### config.mk
export PLATFORM = sky130hd
export DESIGN_NAME = audio_sfx_scheduler
export DESIGN_NICKNAME = d
export VERILOG_FILES = /design/src/rtl/audio_sched_pkg.sv /design/src/rtl/sfx_voice.sv /design/src/rtl/audio_sfx_scheduler.sv
export SDC_FILE = /design/constraint.sdc
export NUM_CORES = 1
export LEC_CHECK = 0
export BUFFER_PORTS_ARGS = -buffer_cell sky130_fd_sc_hd__buf_2
export CAP_MARGIN = 5
export CORE_MARGIN = 2
export CORE_UTILIZATION = 45
export DETAILED_ROUTE_END_ITERATION = 10
export SYNTH_ARGS = -nofsm -noshare
export SYNTH_HDL_FRONTEND = slang
export SYNTH_SLANG_ARGS = --single-unit
### constraint.sdc
create_clock -name clk -period 3.53 [get_ports clk]
set_clock_uncertainty 0.05 [all_clocks]
set_input_delay 0.706 -clock clk [delete_from_list [all_inputs] [get_ports clk]]
set_output_delay 0.706 -clock clk [all_outputs]
set_load 0.01 [all_outputs]
### src/rtl/audio_sched_pkg.sv
// Shared types and helpers for the sound-effect scheduler.
// Holds the slot FSM state type, register map constants and the output saturation helper.
package audio_sched_pkg;

    localparam int SAMPLE_W = 16;

    localparam logic [2:0] REG_VOL  = 3'd6;
    localparam logic [2:0] REG_CTRL = 3'd7;

    typedef enum logic [1:0] {
        IDLE,
        FETCH,
        DRAIN,
        OUT
    } state_t;

    // Clamp the wide accumulator to the signed sample range.
    function automatic logic signed [SAMPLE_W-1:0] sat16(input logic signed [SAMPLE_W+2:0] acc);
        logic signed [SAMPLE_W+2:0] max_v;
        logic signed [SAMPLE_W+2:0] min_v;
        max_v = {4'b0000, {(SAMPLE_W-1){1'b1}}};
        min_v = {4'b1111, {(SAMPLE_W-1){1'b0}}};
        if (acc > max_v) begin
            return {1'b0, {(SAMPLE_W-1){1'b1}}};
        end else if (acc < min_v) begin
            return {1'b1, {(SAMPLE_W-1){1'b0}}};
        end else begin
            return acc[SAMPLE_W-1:0];
        end
    endfunction

endpackage

### src/rtl/sfx_voice.sv
// One playback voice: remembers its programmed start/length/loop and walks a
// sample pointer through the ROM each time the scheduler fetches for it.
// A load has priority over a stop, and a stop over an advance.
module sfx_voice #(
    parameter int ADDR_W = 16,
    parameter int LEN_W  = 15
) (
    input  logic              clk,
    input  logic              reset,
    input  logic              load,
    input  logic [ADDR_W-1:0] load_start,
    input  logic [LEN_W-1:0]  load_len,
    input  logic              load_loop,
    input  logic              stop,
    input  logic              advance,
    output logic [ADDR_W-1:0] ptr,
    output logic              active
);

    logic [ADDR_W-1:0] start_q, start_d;
    logic [LEN_W-1:0]  len_q, len_d;
    logic              loop_q, loop_d;
    logic [ADDR_W-1:0] ptr_q, ptr_d;
    logic [LEN_W-1:0]  rem_q, rem_d;
    logic              active_q, active_d;

    // Next-state of the voice: reprogram, stop, or step to the next sample.
    always_comb begin
        start_d  = start_q;
        len_d    = len_q;
        loop_d   = loop_q;
        ptr_d    = ptr_q;
        rem_d    = rem_q;
        active_d = active_q;
        if (load) begin
            start_d  = load_start;
            len_d    = load_len;
            loop_d   = load_loop;
            ptr_d    = load_start;
            rem_d    = load_len;
            active_d = (load_len != '0);
        end else if (stop) begin
            active_d = 1'b0;
        end else if (advance && active_q) begin
            if (rem_q == LEN_W'(1)) begin
                if (loop_q) begin
                    ptr_d = start_q;
                    rem_d = len_q;
                end else begin
                    ptr_d    = ptr_q + ADDR_W'(1);
                    rem_d    = '0;
                    active_d = 1'b0;
                end
            end else begin
                ptr_d = ptr_q + ADDR_W'(1);
                rem_d = rem_q - LEN_W'(1);
            end
        end
    end

    // Voice state registers with synchronous reset to an idle, inactive voice.
    always_ff @(posedge clk) begin
        if (reset) begin
            start_q  <= '0;
            len_q    <= '0;
            loop_q   <= 1'b0;
            ptr_q    <= '0;
            rem_q    <= '0;
            active_q <= 1'b0;
        end else begin
            start_q  <= start_d;
            len_q    <= len_d;
            loop_q   <= loop_d;
            ptr_q    <= ptr_d;
            rem_q    <= rem_d;
            active_q <= active_d;
        end
    end

    assign ptr    = ptr_q;
    assign active = active_q;

endmodule

### src/rtl/audio_sfx_scheduler.sv
// Sound-effect scheduler: per sample slot, fetches one ROM sample per voice
// round-robin, sums them with saturation and offers the mono mix to both sinks.
// Optional per-voice attenuation is enabled by defining AUDIO_SCHED_VOLUME_EN.
module audio_sfx_scheduler
    import audio_sched_pkg::*;
#(
    parameter int NUM_VOICES = 4,
    parameter int ADDR_W     = 16,
    parameter int SAMPLE_W   = 16
) (
    input  logic                clk,
    input  logic                reset,
    input  logic                chipselect,
    input  logic                write,
    input  logic                read,
    input  logic [2:0]          address,
    input  logic [31:0]         writedata,
    output logic [31:0]         readdata,
    output logic [ADDR_W-1:0]   rom_addr,
    input  logic [SAMPLE_W-1:0] rom_rdata,
    input  logic                l_ready,
    output logic                l_valid,
    output logic [SAMPLE_W-1:0] l_data,
    input  logic                r_ready,
    output logic                r_valid,
    output logic [SAMPLE_W-1:0] r_data
);

    localparam int         ACC_W    = SAMPLE_W + 3;
    localparam int         VOL_W    = 4 * NUM_VOICES;
    localparam logic [2:0] LAST_IDX = 3'(NUM_VOICES - 1);

    logic wr_en;
    logic rd_en;
    assign wr_en = chipselect && write;
    assign rd_en = chipselect && read;

    state_t                     state_q, state_d;
    logic [2:0]                 idx_q, idx_d;
    logic signed [ACC_W-1:0]    acc_q, acc_d;
    logic                       pend_valid_q, pend_valid_d;
    logic [2:0]                 pend_idx_q, pend_idx_d;
    logic                       l_valid_q, l_valid_d;
    logic                       r_valid_q, r_valid_d;
    logic [SAMPLE_W-1:0]        out_data_q, out_data_d;

    logic [ADDR_W-1:0]          v_ptr [NUM_VOICES];
    logic [NUM_VOICES-1:0]      v_active;
    logic [NUM_VOICES-1:0]      v_load;
    logic [NUM_VOICES-1:0]      v_stop;
    logic [NUM_VOICES-1:0]      v_advance;

    logic [ADDR_W-1:0]          sel_ptr;
    logic                       sel_active;
    logic [3:0]                 shift_amt;
    logic signed [SAMPLE_W-1:0] sample_shifted;
    logic signed [ACC_W-1:0]    add_term;
    logic signed [ACC_W-1:0]    acc_sum;

    for (genvar v = 0; v < NUM_VOICES; v++) begin : g_voice
        assign v_load[v]    = wr_en && (address == 3'(v));
        assign v_stop[v]    = wr_en && (address == REG_CTRL) && writedata[v];
        assign v_advance[v] = (state_q == FETCH) && (idx_q == 3'(v)) && !v_load[v];

        sfx_voice #(
            .ADDR_W (ADDR_W),
            .LEN_W  (15)
        ) u_voice (
            .clk        (clk),
            .reset      (reset),
            .load       (v_load[v]),
            .load_start (writedata[ADDR_W-1:0]),
            .load_len   (writedata[30:16]),
            .load_loop  (writedata[31]),
            .stop       (v_stop[v]),
            .advance    (v_advance[v]),
            .ptr        (v_ptr[v]),
            .active     (v_active[v])
        );
    end

`ifdef AUDIO_SCHED_VOLUME_EN
    logic [VOL_W-1:0] vol_q, vol_d;

    // Attenuation register, rewritten as a whole by a volume write.
    always_comb begin
        vol_d = vol_q;
        if (wr_en && (address == REG_VOL)) begin
            vol_d = writedata[VOL_W-1:0];
        end
    end

    // Attenuation storage, cleared to full volume on reset.
    always_ff @(posedge clk) begin
        if (reset) begin
            vol_q <= '0;
        end else begin
            vol_q <= vol_d;
        end
    end

    // Pick the attenuation of the voice whose sample is arriving this cycle.
    always_comb begin
        shift_amt = 4'd0;
        for (int v = 0; v < NUM_VOICES; v++) begin
            if (pend_idx_q == 3'(v)) begin
                shift_amt = vol_q[4*v +: 4];
            end
        end
    end
`else
    assign shift_amt = 4'd0;
`endif

    // Select the pointer and activity of the voice owning the current fetch slot.
    always_comb begin
        sel_ptr    = '0;
        sel_active = 1'b0;
        for (int v = 0; v < NUM_VOICES; v++) begin
            if (idx_q == 3'(v)) begin
                sel_ptr    = v_ptr[v];
                sel_active = v_active[v];
            end
        end
    end

    assign sample_shifted = $signed(rom_rdata) >>> shift_amt;
    assign add_term       = pend_valid_q ? {{3{sample_shifted[SAMPLE_W-1]}}, sample_shifted} : '0;
    assign acc_sum        = acc_q + add_term;
    assign rom_addr       = (state_q == FETCH) ? sel_ptr : '0;

    // Slot sequencing: wait for both sinks, fetch every voice, finish the sum, then hand off.
    always_comb begin
        state_d      = state_q;
        idx_d        = idx_q;
        acc_d        = acc_q;
        pend_valid_d = 1'b0;
        pend_idx_d   = pend_idx_q;
        l_valid_d    = l_valid_q;
        r_valid_d    = r_valid_q;
        out_data_d   = out_data_q;
        unique case (state_q)
            IDLE: begin
                acc_d = '0;
                if (l_ready && r_ready) begin
                    state_d = FETCH;
                    idx_d   = 3'd0;
                end
            end
            FETCH: begin
                acc_d        = acc_sum;
                pend_valid_d = sel_active;
                pend_idx_d   = idx_q;
                if (idx_q == LAST_IDX) begin
                    state_d = DRAIN;
                end else begin
                    idx_d = idx_q + 3'd1;
                end
            end
            DRAIN: begin
                acc_d      = acc_sum;
                out_data_d = sat16(acc_sum);
                l_valid_d  = 1'b1;
                r_valid_d  = 1'b1;
                state_d    = OUT;
            end
            OUT: begin
                if (l_valid_q && l_ready) begin
                    l_valid_d = 1'b0;
                end
                if (r_valid_q && r_ready) begin
                    r_valid_d = 1'b0;
                end
                if (!l_valid_d && !r_valid_d) begin
                    state_d = IDLE;
                end
            end
            default: begin
                state_d = IDLE;
            end
        endcase
    end

    // Slot FSM and registered sink outputs; reset abandons any partial slot.
    always_ff @(posedge clk) begin
        if (reset) begin
            state_q      <= IDLE;
            idx_q        <= '0;
            acc_q        <= '0;
            pend_valid_q <= 1'b0;
            pend_idx_q   <= '0;
            l_valid_q    <= 1'b0;
            r_valid_q    <= 1'b0;
            out_data_q   <= '0;
        end else begin
            state_q      <= state_d;
            idx_q        <= idx_d;
            acc_q        <= acc_d;
            pend_valid_q <= pend_valid_d;
            pend_idx_q   <= pend_idx_d;
            l_valid_q    <= l_valid_d;
            r_valid_q    <= r_valid_d;
            out_data_q   <= out_data_d;
        end
    end

    // Register readback: active mask, and attenuation when that feature is built in.
    always_comb begin
        readdata = '0;
        if (rd_en) begin
            case (address)
                REG_CTRL: readdata[NUM_VOICES-1:0] = v_active;
`ifdef AUDIO_SCHED_VOLUME_EN
                REG_VOL:  readdata[VOL_W-1:0] = vol_q;
`endif
                default:  readdata = '0;
            endcase
        end
    end

    assign l_valid = l_valid_q;
    assign r_valid = r_valid_q;
    assign l_data  = out_data_q;
    assign r_data  = out_data_q;

endmodule
==> run metrics <==
GRT overflow 0; drt pass-1 iters 5; Synth warnings 0; Clock Path Buffers 3; antenna violations before repair 1; most common cell after layout, fill and taps aside nand2_1; H-tree depth 2; number of synthesized flops with an enable pin 0; Pleak 6.990 nW; Slew Limit Fails 0; R2R depth 13; DRC 0; Slew HR 35.22%; area of the multi-input gates 9505 um2; Ports 140; Detail Route Antenna Nets 0; DP Wirelength 34.10 mm; design area 18410 um2; die area 37970 um2; WL per Instance 18.24 um; crit path DAT 2610 ps; worst hold slack 401.8 ps; hold depth 2; worst-path fanout max 20; area grow syn2layout 12.33%; largest net degree at the start of global routing 156; vias in the first global route 14710; fin crit period 3365 ps; Vias 16190; Worst Setup Path Type flop to output pin; peak supply drop 0.3059 mV; RePlAce Congestion 0.8812; Worst-path clk slew 60 ps; commonest cells after routing, fill and taps aside nand2_1 (451), dfxtp_1 (298), a21oi_1 (264), nor2_1 (217), buf_2 (110); worst path required time 2770 ps; DRT iter0 DRCs 1175; flip-flop and latch area 5989 um2; first-pass GRT wire length 79.99 mm; sequential share of the synthesized area 36.52%; IO Port Bufs 111; worst skew pair latency 530 ps; Die H 194.9 um; postcts setup bufs 0; max cap viols 0; Cell variety after synth 75; Syn Inst Count 2245; Synth Area per Inst 7.301 um2; Mapped Area 16390 um2; RSZ-0062 raised after global routing false; Die W 194.9 um; placed cell areas 17170 um2; Core Region 35740 um2; Tot Pwr 0.008921 W; Setup violations, final 0; fillers 3597; Startpoint Class flop; fraction of layout cells with a size suffix above 1 11.56%; Async S/R FF share, synth 0%; Final Util 51.51%; CTS tree built; period utilization 95.33%; fmax 297.2 MHz; status complete, no violations; CTS Root Buffer Type clkbuf_16; Final Hold Fails 0; predominant post-synthesis flop cell dfxtp_1; CTS buffer count 37; Hold WC Path Type flop to flop; GRT Total Usage 25.82%; initial core utilization 45.86%; clk sinks 299; Crit. End Element output pin; Routed WL 50.44 mm; mean number of vias per cell 5.855; actual slew at the worst max-slew pin 969.4 ps; Total Nets Final 2375; PwrDens 484.6 nW/um2; Rows 69; flops & latches, synth 299
[flip-flops by register name (all words and copies together), names as in the netlist]
signal,flops
g_voice.u_voice.len_q,60
r_valid,1
g_voice.u_voice.ptr,64
g_voice.u_voice.loop_q,4
acc_q,19
l_data,16
g_voice.u_voice.active,4
idx_q,3
state_q,2
g_voice.u_voice.rem_q,60
pend_valid_q,1
l_valid,1
g_voice.u_voice.start_q,64
[where the power goes]
part | switching, W | internal [W]
registers | 0.000114 | 0.00350
logic | 0.000976 | 0.000525
clock network | 0.00150 | 0.00230
[final timing paths]
path	start	endpoint	slack, ps
max	idx_q[1]	rom_addr[0]	160
min	g_voice[3].u_voice.start_q[0]	g_voice[3].u_voice.start_q[0]	400
max reg2reg	pend_valid_q	l_data[3]	330
min reg2reg	g_voice[3].u_voice.start_q[0]	g_voice[3].u_voice.start_q[0]	400
[kinds of logic after synthesis]
kind of cell / synth area share, %
DFF: 36.52
and+or+nand+nor: 24.76
AOI/OAI and AO/OA: 26.37
muxes: 0.06107
buffers and inverters: 6.359
adders and majority gates: 3.252
other: 0.02288
xor gates and xnor gates: 2.664
[repair_timing]
item,4_1_cts,5_1_grt
setup endpoints to repair,0,15
resized for setup,0,2
hold buffers,0,0
[worst max-delay path: stages, from the launching register on]
cell and delay (ps):
dfxtp_1 380, inv_1 80, ha_1 210, nor2b_1 140
buf_4 220, a221oi_1 530, o31ai_1 190, and2_1 190
buf_2 130
[synthesized netlist by cell type, types with 23 or more instances]
library cell,instances,area [um2]
a31oi_1,81,506.7
nand2_1,451,1693
nor4_1,23,143.9
nor2_1,218,818.3
dfxtp_1,299,5986
o21ai_0,82,410.4
ha_1,41,513.0
clkbuf_1,136,510.5
xor2_1,26,227.7
and3_1,27,168.9
inv_1,30,112.6
a22oi_1,44,330.3
and2_1,42,262.8
a21oi_1,264,1321
nand3_1,61,305.3
buf_4,44,330.3
nor3_1,40,200.2
o211ai_1,41,307.8
o21ai_1,64,320.3
[metal layers]
metal	global-route usage, %	share of wire [%]
met3	3.210	6.5
met5	0	0
met4	6.361	2.0
met2	40.37	44
met1	37.66	47
[area by class of cell]
| type | count | share of cell area (%) |
|---|---|---|
| multi-input cells | 1745 | 51.63 |
| diodes | 2 | 0.02718 |
| inverters | 32 | 0.6524 |
| flip-flops and latches | 299 | 32.53 |
| clock buffers | 58 | 6.449 |
| repair buffers | 160 | 5.341 |
| clock inverters | 8 | 0.2379 |
| well taps | 461 | 3.133 |
[metrics by stage]
stage	worst slack, ps	cells	TNS [ps]
4_1_cts	28.54	2763	0
2_1_floorplan	311.4	2272	0
5_1_grt	36.89	2764	0
3_5_place_dp	-65.69	2697	-274.6
6_report	164.8	2765	0
3_3_place_gp	50.89	2697	0
Power figures use the tool's default switching activity.
